### src/rtl/vga_timing_pkg.sv
// VGA timing constants shared by the sync generator and its counters.
// Includes a range check for counter parameters.
package vga_timing_pkg;

  localparam int COUNTER_WIDTH = 11;

  localparam int H_VISIBLE = 1024;
  localparam int H_FRONT   = 24;
  localparam int H_SYNC    = 136;
  localparam int H_BACK    = 144;
  localparam int H_TOTAL   =
    H_VISIBLE + H_FRONT + H_SYNC + H_BACK;

  localparam int V_WIDTH   = 10;
  localparam int V_VISIBLE = 768;
  localparam int V_FRONT   = 3;
  localparam int V_SYNC    = 6;
  localparam int V_BACK    = 29;
  localparam int V_TOTAL   =
    V_VISIBLE + V_FRONT + V_SYNC + V_BACK;

  // A counter of n states fits in width bits when 2 <= n <= 2**width.
  function automatic bit limit_ok(
    input int width,
    input int n
  );
    longint cap;
    cap = longint'(1) << width;
    return (n >= 2) && (longint'(n) <= cap);
  endfunction

endpackage

### src/rtl/vga_counter.sv
// Modulo-COUNT_LIMIT up-counter with enable and cascade carry.
// Base timing element for horizontal and vertical VGA position.
module vga_counter
  import vga_timing_pkg::*;
#(
  parameter int WIDTH       = COUNTER_WIDTH,
  parameter int COUNT_LIMIT = H_TOTAL
) (
  input  logic             control_clock,
  input  logic             control_reset,
  input  logic             counter_enable,
  output logic [WIDTH-1:0] counter_output,
  output logic             counter_terminal,
  output logic             counter_carry
);

  if (!limit_ok(WIDTH, COUNT_LIMIT)) begin : g_bad_limit
    $error("vga_counter: COUNT_LIMIT outside 2..2**WIDTH");
  end

  localparam logic [WIDTH-1:0] LAST = WIDTH'(COUNT_LIMIT - 1);
  localparam logic [WIDTH-1:0] ONE  = WIDTH'(1);

  logic [WIDTH-1:0] r_count;
  logic [WIDTH-1:0] w_next;
  logic             w_terminal;

  assign w_terminal = (r_count == LAST);

  // With COUNT_LIMIT == 2**WIDTH the increment wraps on its own.
  assign w_next = w_terminal ? '0 : r_count + ONE;

  always_ff @(posedge control_clock) begin
    if (control_reset) begin
      r_count <= '0;
    end else if (counter_enable) begin
      r_count <= w_next;
    end
  end

  assign counter_output   = r_count;
  assign counter_terminal = w_terminal;
  assign counter_carry    = w_terminal & counter_enable;

endmodule

### config.mk
export PLATFORM = sky130hd
export DESIGN_NAME = vga_counter
export DESIGN_NICKNAME = d
export VERILOG_FILES = /design/src/rtl/vga_timing_pkg.sv /design/src/rtl/vga_counter.sv
export SDC_FILE = /design/constraint.sdc
export NUM_CORES = 1
export LEC_CHECK = 0
export ABC_AREA = 1
export ABC_CLOCK_PERIOD_IN_PS = 1050
export CAP_MARGIN = 20
export CELL_PAD_IN_SITES_DETAIL_PLACEMENT = 1
export CELL_PAD_IN_SITES_GLOBAL_PLACEMENT = 1
export CORE_UTILIZATION = 28
export DETAILED_ROUTE_END_ITERATION = 7
export GPL_TIMING_DRIVEN = 0
export PLACE_DENSITY_LB_ADDON = 0.12
export SYNTH_ARGS = -nofsm -noshare
export SYNTH_HDL_FRONTEND = slang
export SYNTH_SLANG_ARGS = --single-unit
### constraint.sdc
create_clock -name control_clock -period 1.05 [get_ports control_clock]
set_input_delay 0.2625 -clock control_clock [delete_from_list [all_inputs] [get_ports control_clock]]
set_output_delay 0.2625 -clock control_clock [all_outputs]
set_load 0.01 [all_outputs]
# ---- Word-level counts from Yosys, hierarchy flattened
# Index checks and enable logic that the tools add are counted.
# Widths: inputs -> output; s select.
dict set report totals {
  reg_bits 11
  in_bits 3
  out_inout_bits 13
  elab_cells 5
}
dict set report classes {
  add_sub_neg 1
  eq_ne 1
  n_mux 1
  bitwise 1
}
# cell count
set op_table {}
lappend op_table {{$add 11x1->11 const B} 1}
lappend op_table {{$eq 11x11->1 const B} 1}
lappend op_table {{$mux 11} 1}
lappend op_table {{$and 1x1->1} 1}

# ---- Logic depth before layout (Yosys ltp)
dict set report logic_depth {
  word_depth 2
  ltp_mapped 7
  ltp_nobuf 7
}

# ---- Worst setup path after synthesis
# Ideal clock, no wire load.
dict set report synth_timing {
  path_kind {flip-flop to output port}
  start {register r_count[0], in the netlist counter_output[0]}
  end {output port counter_carry}
  t_arrival_ps 1081
  path_slack_ps -293
  path_stages_with_launch 6
  cell_sequence {dfxtp_1 > ha_1 > nand3_1 > inv_1 > nand3_1 > nor2_1}
}
dict set report synth_via {
  elab_chain_len 2
}
# item line_no
set synth_lines {}
lappend synth_lines {{from (decl)} vga_counter.sv:24} ;# logic [WIDTH-1:0] r_count;
lappend synth_lines {{from (signal assigned)} vga_counter.sv:37} ;# r_count <= w_next;
lappend synth_lines {{$eq 11x11->1} vga_counter.sv:28} ;# assign w_terminal = (r_count == LAST);
lappend synth_lines {{$and 1x1->1} vga_counter.sv:43} ;# assign counter_carry = w_terminal & counter_enable;
lappend synth_lines {{to (decl)} vga_counter.sv:14} ;# output logic counter_carry
# No other way between the ends.

# ---- Worst setup path after layout
dict set report layout_timing {
  start {register r_count[10], in the netlist counter_output[10]}
  end {output port counter_carry}
}
# The elaborated chain is that of the path after synthesis.

==> results by group <==
Place
  • Area post-placement: 857 um^2
  • HPWL after detailed placement: 1270 um
  • Port buffer count: 14
  • GP Congestion: 0.713

GRT
  • Number of global-route vias before repair: 895
  • GRT met1 Usage: 0.333
  • First-pass GRT wire length: 4920 um
  • Top Usage Layer GRT: met2
  • Number of antenna violations at the first check in global routing: 0
  • Total gr overflow: 0
  • Total global-route track usage: 0.294
  • Pin count of the biggest net entering global routing: 10
  • Met2 Usage GRT: 0.505
  • Met3 global-route usage: 0.0535

STA
  • Setup ws final: -0.568 ns
  • Slew Limit Fails: 0
  • Worst Skew: 0.00154 ns
  • F_max: 0.618 GHz
  • Min Clock Period, post-route: 1.62 ns
  • Worst slew margin: 0.817
  • Setup violators final: 24
  • Fin crit share: 1.54
  • RSZ-0062 raised after global routing: true
  • Final Hold Fails: 0
  • Setup TNS: -5.11 ns
  • Worst-Margin Slew: 0.273 ns

Synthesis
  • Yosys warnings: 0
  • Synth cell count leaders: nand2_1, nor2_1, dfxtp_1, inv_1, nand3_1
  • Syn_nets: 93
  • Largest family of logic cells by synthesized area: simple AND/OR/NAND/NOR gates
  • EDFF count, synth: 0
  • Multiplexer share of the synthesized area: 0.0164
  • Compound-gate portion of the synthesized area: 0.0554
  • Post-synthesis simple-gate area fraction: 0.413
  • Most common cell in the netlist: nand2_1
  • Post-Synth Adder-Cell Area: 0.0205
  • Synth async-reset ratio: 0
  • Seq/Total Area, Yosys: 0.361
  • Post-synth design cell area: 609 um^2
  • Synth cell types: 23
  • Syn Area/Cell: 6.85 um^2
  • Synth Flop Type: dfxtp_1
  • Post-synthesis xor/xnor area fraction: 0.0287
  • Post-synthesis register bit count: 11
  • Cell taking the most area after synthesis: dfxtp_1
  • Share of the synthesized area in the top cell type: 0.361
  • Post-synthesis instance total: 89
  • Synth area leaders: dfxtp_1, nand2_1, nor2_1

Cells and area
  • Share of layout cells above drive strength 1: 0.700
  • Final Instance Area: 1280 um^2
  • Final nets: 135
  • Max FFs per register: 11
  • Area growth syn-to-layout: 111%
  • Antenna diodes: 0

Floorplanning
  • I/O Pins: 16
  • Die H: 48.7 um
  • Initial Util: 0.304
  • Core box area: 2000 um^2
  • Row count: 16
  • Die W: 48.7 um
  • Die ar.: 2370 um^2

Worst setup path
  • Setup crit start kind: flip-flop
  • Crit path capture type: output pin
  • Required @ worst endpoint: 0.79 ns
  • CP Depth: 5
  • Worst path slowest cell: dfxtp_2
  • Delay-heaviest family, CP: simple AND/OR/NAND/NOR gates
  • R2R cell count: 5
  • CP Cell Sequence: inv_2 -> nor4_4 -> nand3_4 -> nor2_4 -> buf_6
  • Max Fanout on Critical Path: 2
  • Largest stage delay, worst path: 0.37 ns
  • Worst path bufs/invs: 2
  • Worst Path Arrival: 1.36 ns
  • Critical path type: reg -> out

Clocking
  • CTS tree: done
  • Clock Path Buffers: 2
  • CTS Sinks: 11
  • CTS Buf Count: 3
  • Reg clk slew, reported paths: 0.08 ns
  • CTS H-tree lvls: 1
  • Skew-Pair Late Insertion Delay: 0.28 ns
  • Clock Root Buffer: clkbuf_4

Drt
  • Vias: 802
  • Drt wl/cell: 20.9 um
  • Drt drc: 0
  • Final wirelength: 3280 um
  • Avg Vias per Cell: 5.11
  • Iteration-0 DRC Markers: 12
  • Drt pass-1 iters: 4
  • Routed Antenna Nets: 0

Min path
  • Min-Delay Path Class: in -> reg
  • Worst Hold Path Cells: 3

Status
  • Status: complete, but fails checks
  • Failing checks: setup timing

Power and ir drop
  • Max IR drop VDD: 0.000534 V
  • PwrDens: 658 nW/um^2
  • Tot Pwr: 845 uW
  • Leak pwr: 0.000509 uW

Run
  • Max Cap Viol: 0
## layout make-up
| cell class | instances | area [um^2] |
|---|---|---|
| Sequential cell | 11 | 259 |
| Fill cell | 229 | 718 |
| Buffer | 1 | 7.51 |
| Timing Repair Buffer | 37 | 385 |
| Clock buffer | 4 | 26.3 |
| Multi-Input combinational cell | 62 | 508 |
| Inverter | 15 | 63.8 |
| Tap cell | 27 | 33.8 |
## cell usage in the layout, fill, tap and decap left out, types with 2 or more instances in the layout
cell,n
nor2_4,3
nand4_1,2
nand2_2,7
xor2_1,2
buf_4,9
nor2_2,4
clkbuf_4,3
buf_6,28
nand2_1,12
nand3_1,3
dfxtp_4,10
inv_2,6
nor3_4,2
nor2_1,7
inv_1,7
nor3_2,2
nand3_4,5
## worst reg2reg max path: stages (launching register included)
cell	delay, ns
dfxtp_4	0.37
buf_6	0.14
nor3_1	0.26
nand4_1	0.24
nand2_4	0.19
nor2_1	0.08
## through the flow
| stage | utilization | hold WS, ns | cells | setup slack (ns) |
|---|---|---|---|---|
| floorplan | - | 0.327 | 89 | -0.125 |
| global placement | 0.428 | 0.501 | 130 | -0.634 |
| detailed placement | 0.428 | 0.507 | 130 | -0.635 |
| CTS | 0.604 | 0.329 | 154 | -0.515 |
| global route | 0.641 | 0.342 | 157 | -0.613 |
| finish | 0.641 | 0.345 | 157 | -0.568 |
## worst paths after layout
check	slack, ns	startpoint	endpoint
setup / recovery	-0.57	counter_output[10]$_SDFFE_PP0P_	counter_carry
setup reg to reg	-0.35	counter_output[4]$_SDFFE_PP0P_	counter_output[1]$_SDFFE_PP0P_
hold / removal	0.34	counter_enable	counter_output[5]$_SDFFE_PP0P_
hold reg to reg	0.58	counter_output[5]$_SDFFE_PP0P_	counter_output[5]$_SDFFE_PP0P_
## power by group
part / switching (uW) / internal, uW / leakage [uW] / total [uW]
Sequential: 9.13 / 402 / 0.0000973 / 411
Combinational: 58.8 / 51.0 / 0.000396 / 110
Clock: 177 / 148 / 0.0000150 / 324
Total: 245 / 600 / 0.000509 / 845
## what timing repair did
item | CTS | global route
pin swaps | 17 | 6
endpoints found under the setup margin | 23 | 24
hold buffers | 0 | 0
buffers inserted | 20 | 13
resized for setup | 111 | 22
## per-layer routing
metal | part of all wire | vias to the layer above
met3 | 0.040 | 13
met5 | 0 | -
met2 | 0.50 | 33
met4 | 0.041 | 0
met1 | 0.41 | 391
li1 | - | 365
## cells by family after synthesis
kind of cell | after synthesis
buffers and inverters | 16
adder cells (fa/ha/maj) | 1
XOR/XNOR | 2
multiplexers | 1
flip-flops | 11
AO/OA/AOI/OAI | 6
AND/OR/NAND/NOR | 52
Power figures use the tool's default switching activity.
